[src/rtl/issue_unit_if.sv]
// rtl/issue_unit_if.sv - issue unit queue-side handshake bundle
interface issue_unit_if #(
   parameter int RSV_DEPTH = 8
);
   logic                 cdb_flush;
   logic                 iq_int_rdy;
   logic                 iu_int_r_en;
   logic                 iq_ls_rdy;
   logic                 iu_ls_r_en;
   logic                 iq_mul_rdy;
   logic                 iu_mul_r_en;
   logic                 iq_div_rdy;
   logic                 iu_div_r_en;
   logic [RSV_DEPTH-1:0] iu_cdb_rsv;
   logic                 iu_div_busy;

   modport master (
      input  cdb_flush, iq_int_rdy, iq_ls_rdy, iq_mul_rdy, iq_div_rdy,
      output iu_int_r_en, iu_ls_r_en, iu_mul_r_en, iu_div_r_en,
      output iu_cdb_rsv, iu_div_busy
   );

   modport slave (
      output cdb_flush, iq_int_rdy, iq_ls_rdy, iq_mul_rdy, iq_div_rdy,
      input  iu_int_r_en, iu_ls_r_en, iu_mul_r_en, iu_div_r_en,
      input  iu_cdb_rsv, iu_div_busy
   );
endinterface

[src/rtl/issue_unit.sv]
// rtl/issue_unit.sv - single-issue CDB-aware arbiter over int/ls/mul/div queues (option: IU_RR_ARB_EN)
module issue_unit #(
   parameter int INT_LAT   = 1,
   parameter int LS_LAT    = 2,
   parameter int MUL_LAT   = 4,
   parameter int DIV_LAT   = 8,
   parameter int RSV_DEPTH = 8
) (
   input  logic          clk,
   input  logic          reset,
   issue_unit_if.master  bus
);

   localparam int CNT_W = (DIV_LAT > 2) ? $clog2(DIV_LAT) : 1;
   localparam logic [RSV_DEPTH-1:0] ONE = RSV_DEPTH'(1);

   // Bit to set in the next reservation vector when a unit issues: it lands at
   // index L-1 after the shift, i.e. vector bit L-2. Latency 1 reserves nothing.
   localparam logic [RSV_DEPTH-1:0] INT_SET =
      (INT_LAT >= 2) ? (ONE << ((INT_LAT >= 2) ? INT_LAT - 2 : 0)) : '0;
   localparam logic [RSV_DEPTH-1:0] LS_SET  =
      (LS_LAT  >= 2) ? (ONE << ((LS_LAT  >= 2) ? LS_LAT  - 2 : 0)) : '0;
   localparam logic [RSV_DEPTH-1:0] MUL_SET =
      (MUL_LAT >= 2) ? (ONE << ((MUL_LAT >= 2) ? MUL_LAT - 2 : 0)) : '0;
   localparam logic [RSV_DEPTH-1:0] DIV_SET =
      (DIV_LAT >= 2) ? (ONE << ((DIV_LAT >= 2) ? DIV_LAT - 2 : 0)) : '0;

   // rsv[k-1] set means the CDB is already claimed k cycles from now
   logic [RSV_DEPTH-1:0] rsv, rsv_next;
   logic [CNT_W-1:0]     div_cnt, div_cnt_next;
   logic                 elig_int, elig_ls, elig_mul, elig_div;
   logic                 gnt_int, gnt_ls, gnt_mul, gnt_div;

`ifdef IU_RR_ARB_EN
   logic                 rr_ls;
`endif

   assign elig_int = bus.iq_int_rdy & ~rsv[INT_LAT-1] & ~bus.cdb_flush;
   assign elig_ls  = bus.iq_ls_rdy  & ~rsv[LS_LAT-1]  & ~bus.cdb_flush;
   assign elig_mul = bus.iq_mul_rdy & ~rsv[MUL_LAT-1] & ~bus.cdb_flush;
   assign elig_div = bus.iq_div_rdy & ~rsv[DIV_LAT-1] & ~bus.cdb_flush
                     & (div_cnt == '0);

   // Priority select: longest latency first, int/ls tie broken last
   always_comb begin
      gnt_int = 1'b0;
      gnt_ls  = 1'b0;
      gnt_mul = 1'b0;
      gnt_div = 1'b0;
      if (!reset) begin
         if (elig_div)
            gnt_div = 1'b1;
         else if (elig_mul)
            gnt_mul = 1'b1;
         else if (elig_int && elig_ls) begin
`ifdef IU_RR_ARB_EN
            if (rr_ls)
               gnt_ls = 1'b1;
            else
               gnt_int = 1'b1;
`else
            gnt_int = 1'b1;
`endif
         end
         else if (elig_int)
            gnt_int = 1'b1;
         else if (elig_ls)
            gnt_ls = 1'b1;
      end
   end

   // Next reservation vector and divider countdown
   always_comb begin
      rsv_next = rsv >> 1;
      if (gnt_int) rsv_next = rsv_next | INT_SET;
      if (gnt_ls)  rsv_next = rsv_next | LS_SET;
      if (gnt_mul) rsv_next = rsv_next | MUL_SET;
      if (gnt_div) rsv_next = rsv_next | DIV_SET;
      div_cnt_next = div_cnt;
      if (gnt_div)
         div_cnt_next = CNT_W'(DIV_LAT - 1);
      else if (div_cnt != '0)
         div_cnt_next = div_cnt - 1'b1;
   end

   // CDB reservation and divider occupancy state
   always_ff @(posedge clk or posedge reset) begin
      if (reset) begin
         rsv     <= '0;
         div_cnt <= '0;
      end
      else begin
         rsv     <= rsv_next;
         div_cnt <= div_cnt_next;
      end
   end

`ifdef IU_RR_ARB_EN
   // Pointer flips only when it actually resolved an int/ls contention
   always_ff @(posedge clk or posedge reset) begin
      if (reset)
         rr_ls <= 1'b0;
      else if ((gnt_int || gnt_ls) && elig_int && elig_ls)
         rr_ls <= ~rr_ls;
   end
`endif

   assign bus.iu_int_r_en = gnt_int;
   assign bus.iu_ls_r_en  = gnt_ls;
   assign bus.iu_mul_r_en = gnt_mul;
   assign bus.iu_div_r_en = gnt_div;
   assign bus.iu_cdb_rsv  = rsv;
   assign bus.iu_div_busy = (div_cnt != '0);

endmodule

[src/flat_wrapper.sv]
// flat-port wrapper written by rule: the top's interface ports become plain ports
module issue_unit_flat 
#(
   parameter int INT_LAT   = 1,
   parameter int LS_LAT    = 2,
   parameter int MUL_LAT   = 4,
   parameter int DIV_LAT   = 8,
   parameter int RSV_DEPTH = 8
)
  (clk, reset, bus_cdb_flush, bus_iq_int_rdy, bus_iq_ls_rdy, bus_iq_mul_rdy, bus_iq_div_rdy, bus_iu_int_r_en, bus_iu_ls_r_en, bus_iu_mul_r_en, bus_iu_div_r_en, bus_iu_cdb_rsv, bus_iu_div_busy);
  issue_unit_if #(.RSV_DEPTH(RSV_DEPTH)) bus_i ();
  input  logic clk;
  input  logic reset;
  input wire logic [$bits(bus_i.cdb_flush)-1:0] bus_cdb_flush;
  input wire logic [$bits(bus_i.iq_int_rdy)-1:0] bus_iq_int_rdy;
  input wire logic [$bits(bus_i.iq_ls_rdy)-1:0] bus_iq_ls_rdy;
  input wire logic [$bits(bus_i.iq_mul_rdy)-1:0] bus_iq_mul_rdy;
  input wire logic [$bits(bus_i.iq_div_rdy)-1:0] bus_iq_div_rdy;
  output wire logic [$bits(bus_i.iu_int_r_en)-1:0] bus_iu_int_r_en;
  output wire logic [$bits(bus_i.iu_ls_r_en)-1:0] bus_iu_ls_r_en;
  output wire logic [$bits(bus_i.iu_mul_r_en)-1:0] bus_iu_mul_r_en;
  output wire logic [$bits(bus_i.iu_div_r_en)-1:0] bus_iu_div_r_en;
  output wire logic [$bits(bus_i.iu_cdb_rsv)-1:0] bus_iu_cdb_rsv;
  output wire logic [$bits(bus_i.iu_div_busy)-1:0] bus_iu_div_busy;
  assign bus_i.cdb_flush = bus_cdb_flush;
  assign bus_i.iq_int_rdy = bus_iq_int_rdy;
  assign bus_i.iq_ls_rdy = bus_iq_ls_rdy;
  assign bus_i.iq_mul_rdy = bus_iq_mul_rdy;
  assign bus_i.iq_div_rdy = bus_iq_div_rdy;
  assign bus_iu_int_r_en = bus_i.iu_int_r_en;
  assign bus_iu_ls_r_en = bus_i.iu_ls_r_en;
  assign bus_iu_mul_r_en = bus_i.iu_mul_r_en;
  assign bus_iu_div_r_en = bus_i.iu_div_r_en;
  assign bus_iu_cdb_rsv = bus_i.iu_cdb_rsv;
  assign bus_iu_div_busy = bus_i.iu_div_busy;
  issue_unit #(.INT_LAT(INT_LAT), .LS_LAT(LS_LAT), .MUL_LAT(MUL_LAT), .DIV_LAT(DIV_LAT), .RSV_DEPTH(RSV_DEPTH)) u_core (.clk(clk), .reset(reset), .bus(bus_i));
endmodule
[config.mk]
export PLATFORM = sky130hd
export DESIGN_NAME = issue_unit_flat
export DESIGN_NICKNAME = d
export VERILOG_FILES = /design/src/rtl/issue_unit_if.sv /design/src/rtl/issue_unit.sv /design/src/flat_wrapper.sv
export SDC_FILE = /design/constraint.sdc
export NUM_CORES = 1
export LEC_CHECK = 0
export BUFFER_PORTS_ARGS = -buffer_cell sky130_fd_sc_hd__buf_2
export CORE_MARGIN = 1
export CORE_UTILIZATION = 23
export DETAILED_ROUTE_END_ITERATION = 7
export GPL_TIMING_DRIVEN = 0
export HOLD_SLACK_MARGIN = 0.03
export SKIP_CTS_REPAIR_TIMING = 1
export SYNTH_ARGS = -nofsm -noshare
export SYNTH_HDL_FRONTEND = slang
export SYNTH_SLANG_ARGS = --single-unit
[constraint.sdc]
create_clock -name clk -period 1.7 [get_ports clk]
set_input_delay 0.085 -clock clk [delete_from_list [all_inputs] [get_ports clk]]
set_output_delay 0.085 -clock clk [all_outputs]
set_load 0.01 [all_outputs]
== Word level (Yosys, flattened, before mapping) ==
Index checks and enable logic that the tools add are counted.
Storage, ports and cells
  bits in registers: 10
  input bits: 7
Cells by class
  mux-type cells: 21
  reductions and logical operators: 4
  bitwise operators: 14
  add/sub/neg operators: 1
Operator list (number)
  $mux W1: 17
  $and A1 B1 Y1: 9
  $mux W3: 3
  $mux W7: 1
  $not A1 Y1: 4
  $logic_not A3 Y1: 1
  $reduce_bool A3 Y1: 1
  $sub A3 B1 Y3 const B: 1
  $reduce_bool A2 Y1: 1
  $logic_and A1 B1 Y1: 1
  $not A1 Y1 const A: 1

== Depth between registers and ports, before layout ==
  word-level depth: 12
  mapped depth: 5

== Worst setup path before layout ==
OpenSTA, ideal clock, no wires.
  path type: register to register
  from: reg u_core.div_cnt[0]
  to: reg u_core.div_cnt[1]
  path buffers: 0
  data arrival time: 1.091 ns
  stages on the path, launching flop included: 6
  setup time: 0.079 ns
  data required time: 1.621 ns
  setup slack: 0.530 ns
  clock period less this slack: 1.170 ns
  path through: dfrtp_1 > inv_1 > ha_1 > nand2b_4 > a21oi_4 > mux2i_1
RTL lines
  start: declaration: line issue_unit.sv:30  | logic [CNT_W-1:0] div_cnt, div_cnt_next;
  start signal: assignment: line issue_unit.sv:94  | div_cnt <= div_cnt_next;
  $reduce_bool A3 Y1
  via bus_iu_div_busy: line flat_wrapper.sv:24  | output wire logic [$bits(bus_i.iu_div_busy)-1:0] bus_iu_div_busy;
  $reduce_bool A2 Y1 (no line)
The timed path passes the listed nets, and every way through them passes these cells. The select of a mux whose other input is x is not followed.
A chain may end at the register's enable or synchronous reset.

== Worst setup path in the final report ==
  from: reg u_core.div_cnt[0]
  to: out bus_iu_ls_r_en
On the way
  word-level cells in the longest chain between the ends: 4
RTL lines
  $logic_not A3 Y1: line issue_unit.sv:42  | & (div_cnt == '0);
  $and A1 B1 Y1: line issue_unit.sv:42
  $mux W1: line issue_unit.sv:51  | if (elig_div)
  $mux W1: line issue_unit.sv:50  | if (!reset) begin
  end: declaration: line flat_wrapper.sv:20  | output wire logic [$bits(bus_i.iu_ls_r_en)-1:0] bus_iu_ls_r_en;
No other way between the ends.

==> out/metrics.cfg <==
[status]
status = completed

[global_route]
gr-usage-all-layers = 0.07680
grt_pass1_wl_um = 1152
grt_pass1_vias = 276
grt_overflow = 0
grt_max_degree = 11
antenna_found_initial = 0

[layout]
nFillCells = 207
layout_commonest_cell = buf_2
layout.nets = 75
drive_above_1_share = 0.5077
synthToLayoutAreaGrowth_pct = 34.61
instances_no_fill = 92
finish.utilization = 0.3340
most-common-layout-cells = 18 x buf_2, 10 x dfrtp_1, 5 x buf_4
n_antenna_cell = 0

[clocking]
clockRootBuffer = clkbuf_4
insertion_delay_ns = 0.26
cts_buffer_depth = 2
cts.sink_count = 10
cts_tree = yes
clk_pin_slew_worst_paths_ns = 0.07
cts_buffers = 3
htree_levels = 1

[routing]
routed_via_density = 3.772
wl_per_cell_um = 8.793
routed_wl_um = 809
detail-route-antenna-nets = 0
drtIter0Drc = 2
drc_errors = 0
first_pass_iters = 2
vias = 347

[timing]
hold_viol = 0
finalSetupViolations = 0
period_minus_slack_ns = 1.570
fmax_mhz = 636.8
rsz0062_at_grt = false
hold_slack_ns = 0.08420
fin_crit_sh = 0.9237
fin_setup_tns_ns = 0
drv_slew = 0
skew_ns = 0.002633

[place]
numPortBuffers = 18
hpwl_um = 629.8
gp_congestion = 0.7562
dp_cells = 87

[critical_path]
start_kind = flop
crit_type = flop to output pin
arrival_ns = 1.49
critPathCaptureType = output pin
critical_path_required_ns = 1.62
worstPathMaxFanout = 4

[run]
cap_viol_max_count = 0

[yosys]
syn_nets = 51
yosys_warnings = 0
async_flop_share = 1.000
synth_ff_type = dfrtp_1
yosysSeqAreaShare = 0.5089
yosysUniqueCellTypes = 20
syn_inst = 42
ys_seq_elements = 10
netlist_area_um2 = 491.7
synth.avg_cell_area_um2 = 11.71
synth_edf_count = 0

[pwr]
p_leak_nw = 0.3631
p_total_mw = 0.7999
ir_drop_uv = 547.5
power_density_nw_per_um2 = 1208

[floorplan]
core_region_area_um2 = 1982
die_w_um = 48.24
core.rowCount = 16
initial_core_util = 0.2481
die_y_um = 48.24
die-area_um2 = 2327
io_pins = 20

[hold_path]
hold_class = input port to flop

==> final timing paths <==
check,from,end,slack [ns],cells after the start
max reg2reg,u_core.div_cnt[0],u_core.bus.iu_cdb_rsv[2],0.45,4
min,bus_iq_mul_rdy,u_core.bus.iu_cdb_rsv[2],0.08,2
min in group asynchronous,reset,u_core.div_cnt[2],0.37,3
min reg2reg,u_core.bus.iu_cdb_rsv[5],u_core.bus.iu_cdb_rsv[4],0.37,0
max in group asynchronous,reset,u_core.bus.iu_cdb_rsv[5],1.06,3
max,u_core.div_cnt[0],bus_iu_ls_r_en,0.13,6
==> area by class of cell <==
cell class              instances  area, um^2  area share
flip-flops and latches         10       250.2      0.3781
multi-input cells              24       192.7      0.2911
repair buffers                 19       100.1      0.1512
plain buffers                   5       37.54     0.05671
clock buffers                   4       36.28     0.05482
well taps                      27       33.78     0.05104
inverters                       3       11.26     0.01701
==> layer usage <==
layer / wire length (um) / share of wire / track usage
met4: 0 / 0 / 0.01667
met3: 87 / 0.11 / 0.05556
met2: 350 / 0.43 / 0.1120
met1: 371 / 0.46 / 0.09153
met5: 0 / 0 / 0
==> critical path, stage by stage, from the launching register on <==
cell      delay, ns
dfrtp_1        0.32
inv_1          0.07
ha_1           0.28
nand3b_2       0.13
nand3_2        0.11
nor3_2         0.16
buf_2          0.15
==> power breakdown <==
part	switching (mW)	internal [mW]
sequential	0.0236	0.289
combinational	0.140	0.134
clock	0.0833	0.130
total	0.247	0.553
==> synth_stat cells, types with 2 or more instances <==
library cell	n	area share
ha_1	2	0.051
dfrtp_1	10	0.51
mux2i_1	2	0.041
nand2b_1	2	0.025
nor2_1	3	0.023
nand2_1	3	0.023
inv_1	3	0.023
buf_4	5	0.076
==> registers in the layout (all words and copies together) (netlist names) <==
register / cells
u_core.bus.iu_cdb_rsv: 7
u_core.div_cnt: 3
==> cell families (layout without fill, tap and decap cells) <==
kind of cell,after synthesis,in the layout,share of synthesized area
AO/OA/AOI/OAI,5,5,0.09416
adder cells (fa/ha/maj),2,2,0.05088
buffers and inverters,8,31,0.09924
flip-flops,10,10,0.5089
multiplexers,2,2,0.04071
other,1,1,0.007626
AND/OR/NAND/NOR,14,14,0.1985
==> through the flow <==
stage | area [um^2] | setup WS (ns)
finish | 661.9 | 0.1297
CTS | 651.9 | 0.1101
detailed placement | 615.6 | 0.4048
floorplan | 491.7 | 0.5301
global route | 661.9 | 0.007636
global placement | 615.6 | 0.4294
No activity file was read; power rests on OpenSTA's default activity.
